===== src/rtl/alu_arbiter.sv =====
`default_nettype none
// ============================================================================
// Module      : alu_arbiter
// Description : Round-robin arbiter that shares one external combinational
//               ALU between two requesters. One operation is in flight at a
//               time. An accepted operation goes through IDLE -> EXEC -> RESP
//               and returns to IDLE once its owner takes the response.
// Ports       : clk_i/rst_i          clock, synchronous active-high reset
//               req_valid_i/ready_o  per-requester request handshake
//               reqN_src1/src2/ctrl  operands and control code of requester N
//               rsp_valid_o/ready_i  per-requester response handshake
//               rsp_result/zero_o    registered ALU result and zero flag
//               alu_src1/src2/ctrl_o latched operands driven to the ALU
//               alu_result/zero_i    combinational ALU outputs
//               busy_o, op_cnt_o     activity flag, completed-response count
// Revision    : 1.0 - initial release
// ============================================================================
module alu_arbiter #(
    parameter int WIDTH  = 32,
    parameter int CTRL_W = 4
) (
    input  logic              clk_i,
    input  logic              rst_i,
    input  logic [1:0]        req_valid_i,
    output logic [1:0]        req_ready_o,
    input  logic [WIDTH-1:0]  req0_src1_i,
    input  logic [WIDTH-1:0]  req0_src2_i,
    input  logic [WIDTH-1:0]  req1_src1_i,
    input  logic [WIDTH-1:0]  req1_src2_i,
    input  logic [CTRL_W-1:0] req0_ctrl_i,
    input  logic [CTRL_W-1:0] req1_ctrl_i,
    output logic [1:0]        rsp_valid_o,
    input  logic [1:0]        rsp_ready_i,
    output logic [WIDTH-1:0]  rsp_result_o,
    output logic              rsp_zero_o,
    output logic [WIDTH-1:0]  alu_src1_o,
    output logic [WIDTH-1:0]  alu_src2_o,
    output logic [CTRL_W-1:0] alu_ctrl_o,
    input  logic [WIDTH-1:0]  alu_result_i,
    input  logic              alu_zero_i,
    output logic              busy_o,
    output logic [7:0]        op_cnt_o
);

    localparam logic [1:0] c_IDLE = 2'd0;
    localparam logic [1:0] c_EXEC = 2'd1;
    localparam logic [1:0] c_RESP = 2'd2;

    logic [1:0]        r_state;
    logic [1:0]        w_next_state;
    logic              r_rr_ptr;
    logic              r_owner;
    logic [WIDTH-1:0]  r_src1;
    logic [WIDTH-1:0]  r_src2;
    logic [CTRL_W-1:0] r_ctrl;
    logic [WIDTH-1:0]  r_result;
    logic              r_zero;
    logic [7:0]        r_op_cnt;

    logic              w_any_valid;
    logic              w_winner;
    logic              w_rsp_done;

    assign w_any_valid = |req_valid_i;
    assign w_rsp_done  = (r_state == c_RESP) && rsp_ready_i[r_owner];

    // Contention goes to the preferred requester; a lone request wins
    // outright. With only bit 0 set, req_valid_i[1] is 0 which selects
    // requester 0, so the single-request case falls out of one bit.
    always_comb begin
        if (req_valid_i == 2'b11) begin
            w_winner = r_rr_ptr;
        end else begin
            w_winner = req_valid_i[1];
        end
    end

    // State register
    always_ff @(posedge clk_i) begin
        if (rst_i) begin
            r_state <= c_IDLE;
        end else begin
            r_state <= w_next_state;
        end
    end

    // Next-state logic
    always_comb begin
        w_next_state = r_state;
        case (r_state)
            c_IDLE:  if (w_any_valid) w_next_state = c_EXEC;
            c_EXEC:  w_next_state = c_RESP;
            c_RESP:  if (w_rsp_done) w_next_state = c_IDLE;
            default: w_next_state = c_IDLE;
        endcase
    end

    // Output logic. Ready is suppressed during reset so that no requester
    // believes it was accepted by an edge that reset overrides.
    always_comb begin
        req_ready_o = 2'b00;
        rsp_valid_o = 2'b00;
        if ((r_state == c_IDLE) && w_any_valid && !rst_i) begin
            req_ready_o[w_winner] = 1'b1;
        end
        if (r_state == c_RESP) begin
            rsp_valid_o[r_owner] = 1'b1;
        end
    end

    assign busy_o = (r_state != c_IDLE);

    // Datapath: operands latch only on the accept edge, so requester-side
    // changes while not accepted never reach the ALU.
    always_ff @(posedge clk_i) begin
        if (rst_i) begin
            r_rr_ptr <= 1'b0;
            r_owner  <= 1'b0;
            r_src1   <= '0;
            r_src2   <= '0;
            r_ctrl   <= '0;
            r_result <= '0;
            r_zero   <= 1'b0;
            r_op_cnt <= 8'd0;
        end else begin
            case (r_state)
                c_IDLE: begin
                    if (w_any_valid) begin
                        r_owner <= w_winner;
                        r_src1  <= w_winner ? req1_src1_i : req0_src1_i;
                        r_src2  <= w_winner ? req1_src2_i : req0_src2_i;
                        r_ctrl  <= w_winner ? req1_ctrl_i : req0_ctrl_i;
                    end
                end
                c_EXEC: begin
                    r_result <= alu_result_i;
                    r_zero   <= alu_zero_i;
                end
                c_RESP: begin
                    if (w_rsp_done) begin
                        r_rr_ptr <= ~r_owner;
                        r_op_cnt <= r_op_cnt + 8'd1;
                    end
                end
                default: ;
            endcase
        end
    end

    assign alu_src1_o   = r_src1;
    assign alu_src2_o   = r_src2;
    assign alu_ctrl_o   = r_ctrl;
    assign rsp_result_o = r_result;
    assign rsp_zero_o   = r_zero;
    assign op_cnt_o     = r_op_cnt;

endmodule
`default_nettype wire


===== config.mk =====
export PLATFORM = sky130hd
export DESIGN_NAME = alu_arbiter
export DESIGN_NICKNAME = d
export VERILOG_FILES = /design/src/rtl/alu_arbiter.sv
export SDC_FILE = /design/constraint.sdc
export NUM_CORES = 1
export LEC_CHECK = 0
export ABC_AREA = 1
export BUFFER_PORTS_ARGS = -buffer_cell sky130_fd_sc_hd__buf_2
export CAP_MARGIN = 20
export CORE_MARGIN = 2
export CORE_UTILIZATION = 35
export CTS_BUF_LIST = sky130_fd_sc_hd__clkbuf_4
export CTS_CLUSTER_SIZE = 40
export DETAILED_ROUTE_END_ITERATION = 8
export PLACE_DENSITY = 0.69
export SYNTH_ARGS = -nofsm -noshare
export SYNTH_HDL_FRONTEND = slang
export SYNTH_SLANG_ARGS = --single-unit

===== constraint.sdc =====
create_clock -name clk_i -period 2.23 [get_ports clk_i]
set_clock_uncertainty 0.2 [all_clocks]
set_input_delay 0.223 -clock clk_i [delete_from_list [all_inputs] [get_ports clk_i]]
set_output_delay 0.223 -clock clk_i [all_outputs]
set_load 0.03 [all_outputs]

==> impl_metrics.csv <==
group,metric,value,unit
timing,fin_crit_sh,0.932,
yosys,synth.distinct_cells,19,
timing,slew_headroom,0.614,
timing,fin_crit,2.08,ns
clock_network,clk_latency,0.51,ns
global_route,grt_max_degree,60,
clock_network,cts_sinks,113,
clock_network,cts_tree,"built",
place,place_congestion,0.811,
floorplanning,row_count,40,
floorplanning,die_area,0.0134,mm²
detailed_routing,first_pass_iters,5,
floorplanning,die_x,116,µm
finish,drive_above_1_share,0.314,
timing,tns,0,ns
timing,grt_setup_unrepaired,"false",
finish,fin_cells,1260,
global_route,grtUsageTotal,0.279,
worst_setup_path,cp_data_arrival_time,1.66,ns
global_route,grt_pass1_wl,29000,µm
clock_network,cts_max_path_buffers,2,
floorplanning,dieHeight,116,µm
yosys,yosys_warnings,0,
detailed_routing,drtIter0Drc,507,
yosys,synthFlopType,"dfxtp_1",
global_route,grt_pass1_vias,5967,
detailed_routing,wl_per_cell,15.2,µm
worst_setup_path,reg2reg_to,"alu_src1_o[21]",
worst_hold_path,worstHoldPathType,"in2reg",
worst_setup_path,r2r_setup_slack,0.16,ns
status,status,"completed",
yosys,yosysTopAreaCell,"dfxtp_1",
finish,most-common-layout-cells,"buf_2, nand2_1, dlygate4sd3_1",
timing,finalHoldViolCount,0,
flow_run,drv_cap,0,
worst_setup_path,crit_end,"req_ready_o[0]",
worst_setup_path,cp-start-kind,"flip-flop",
yosys,synthesis.instances,610,
yosys,yosys-top-cells-area,"dfxtp_1, nand2_1, nor2_1",
finish,fillCellCount,949,
worst_setup_path,rr_worst_depth,9,
global_route,overflow,0,
worst_setup_path,worstPathRequired,1.81,ns
power_and_ir_drop,vdd_drop_max,393,µV
yosys,synth_seq_cells,113,
yosys,netlist.area_leader.share,0.516,
place,dpl.hpwl,10300,µm
place,place_ws,0.382,ns
worst_setup_path,cp_max_fo,14,
clock_network,clk_pin_slew_worst_paths,0.11,ns
worst_setup_path,cp-startpoint,"r_rr_ptr",
yosys,synthArstFlopShare,0,
finish,final_nets,1250,
place,placed_area,0.00596,mm²
detailed_routing,drcViolationCount,0,
finish,multi_input_area,0.00189,mm²
finish,area_growth,84.3,%
floorplanning,ios,289,
power_and_ir_drop,fin_total_pwr,5.53,mW
timing,tightest_slew,0.579,ns
yosys,synth-seq-area-share,0.516,
yosys,avgSynthCellArea,7.19,µm²
clock_network,cts_root_buffer,"clkbuf_4",
finish,mostFrequentLayoutCell,"buf_2",
timing,fmax,481,MHz
yosys,synth_enable_flop_cells,0,
timing,final-setup-viol-count,0,
power_and_ir_drop,power.density,684,mW/mm²
yosys,syn-num-nets,786,
power_and_ir_drop,leakage,4.12,nW
global_route,antenna_found_initial,3,
floorplanning,coreArea,0.0121,mm²
detailed_routing,vias,6003,
timing,worst_slack,0.151,ns
finish,final_area,0.00808,mm²
detailed_routing,drt_wl_total,19200,µm
timing,slew_viol_final,0,
finish,seq_area,0.00226,mm²
clock_network,cts_made_buffers,17,
place,dp.cells,1045,
clock_network,cts_max_level,4,
place,io_buffers,288,
worst_setup_path,endpoint_kind,"primary output",
detailed_routing,avgViaCountPerCell,4.76,
worst_setup_path,r2r_start,"r_state[1]",
worst_setup_path,crit_type,"reg2out",
floorplanning,initial_core_util,0.362,
detailed_routing,postRouteAntennaNets,0,
yosys,mappedNetlistArea,0.00439,mm²
how the worst min path moves through the flow:
stage | cells past startpoint | start | slack (ns) | endpoint
after floorplan | 1 | rst_i | 0.09 | op_cnt_o[3]
after global placement | 3 | req1_src1_i[8] | 0.22 | alu_src1_o[8]
after detailed placement | 3 | req1_src1_i[18] | 0.22 | alu_src1_o[18]
after CTS | 4 | req1_src1_i[3] | 0.17 | alu_src1_o[3]
after global routing | 4 | req1_src2_i[15] | 0.21 | alu_src2_o[15]
final | 4 | req1_ctrl_i[1] | 0.24 | alu_ctrl_o[1]
routing by layer:
layer | GRT usage | wire length [µm] | vias to the layer above
met5 | 0 | 0 | -
met4 | 0.193 | 1160 | 0
met3 | 0.0926 | 1500 | 118
met2 | 0.467 | 9580 | 345
met1 | 0.298 | 6950 | 2683
li1 | - | - | 2857
cells by family (layout without fill, tap and decap cells):
group	count (synthesis)	in the layout	share of synthesized area
other	0	5	0
flip-flops	113	113	0.516
XOR/XNOR	2	2	0.00399
AO/OA/AOI/OAI	56	56	0.0639
AND/OR/NAND/NOR	388	388	0.355
adder cells (fa/ha/maj)	1	1	0.00285
buffers and inverters	50	527	0.0582
what timing repair did:
item                       CTS  global route
setup endpoints to repair    2             8
resized for setup            0             5
pin swaps                    2             1
hold endpoints to repair   108             0
buffers inserted             2             0
hold buffers               176             0
worst max-delay path, cell delays in order (launching register included):
cell,delay (ns)
dfxtp_1,0.31
inv_1,0.06
nand2_1,0.05
nand2_1,0.17
inv_2,0.16
nor2_4,0.20
buf_4,0.19
state kept, by name, summed over array words and instances, names as in the netlist:
| name | count |
|---|---|
| r_owner | 1 |
| alu_src1_o | 32 |
| r_state | 2 |
| alu_src2_o | 32 |
| r_rr_ptr | 1 |
| rsp_zero_o | 1 |
| op_cnt_o | 8 |
| alu_ctrl_o | 4 |
| rsp_result_o | 32 |
metrics by stage:
step / utilization / hold slack (ns)
after floorplan: - / 0.0921
after global routing: 0.667 / 0.209
final: 0.667 / 0.238
after CTS: 0.665 / 0.173
after detailed placement: 0.492 / 0.224
after global placement: 0.492 / 0.220
report_power, final:
part | leakage [nW] | internal (mW) | switching (mW) | total [mW]
Sequential | 0.930 | 2.22 | 0.108 | 2.33
Clock | 0.155 | 0.879 | 0.819 | 1.70
Combinational | 3.03 | 0.591 | 0.911 | 1.50
Total | 4.12 | 3.69 | 1.84 | 5.53
cell usage after synthesis, types with 2 or more instances:
library cell	number
inv_1	15
nor2_2	4
nand2_1	214
buf_6	5
a21oi_1	6
buf_4	6
xor2_1	2
clkbuf_1	15
inv_2	3
nor2_1	107
dfxtp_1	113
nand3_1	59
buf_2	6
o21ai_0	50
final cells by class:
cell class                 count  area share
timing repair buffer         477       0.411
sequential                   113       0.280
multi-input combinational    447       0.234
tap                          168      0.0260
clock inverter                15      0.0238
clock buffer                  17      0.0158
inverter                      18     0.00836
antenna                        5     0.00155
No activity file was read; power rests on OpenSTA's default activity.
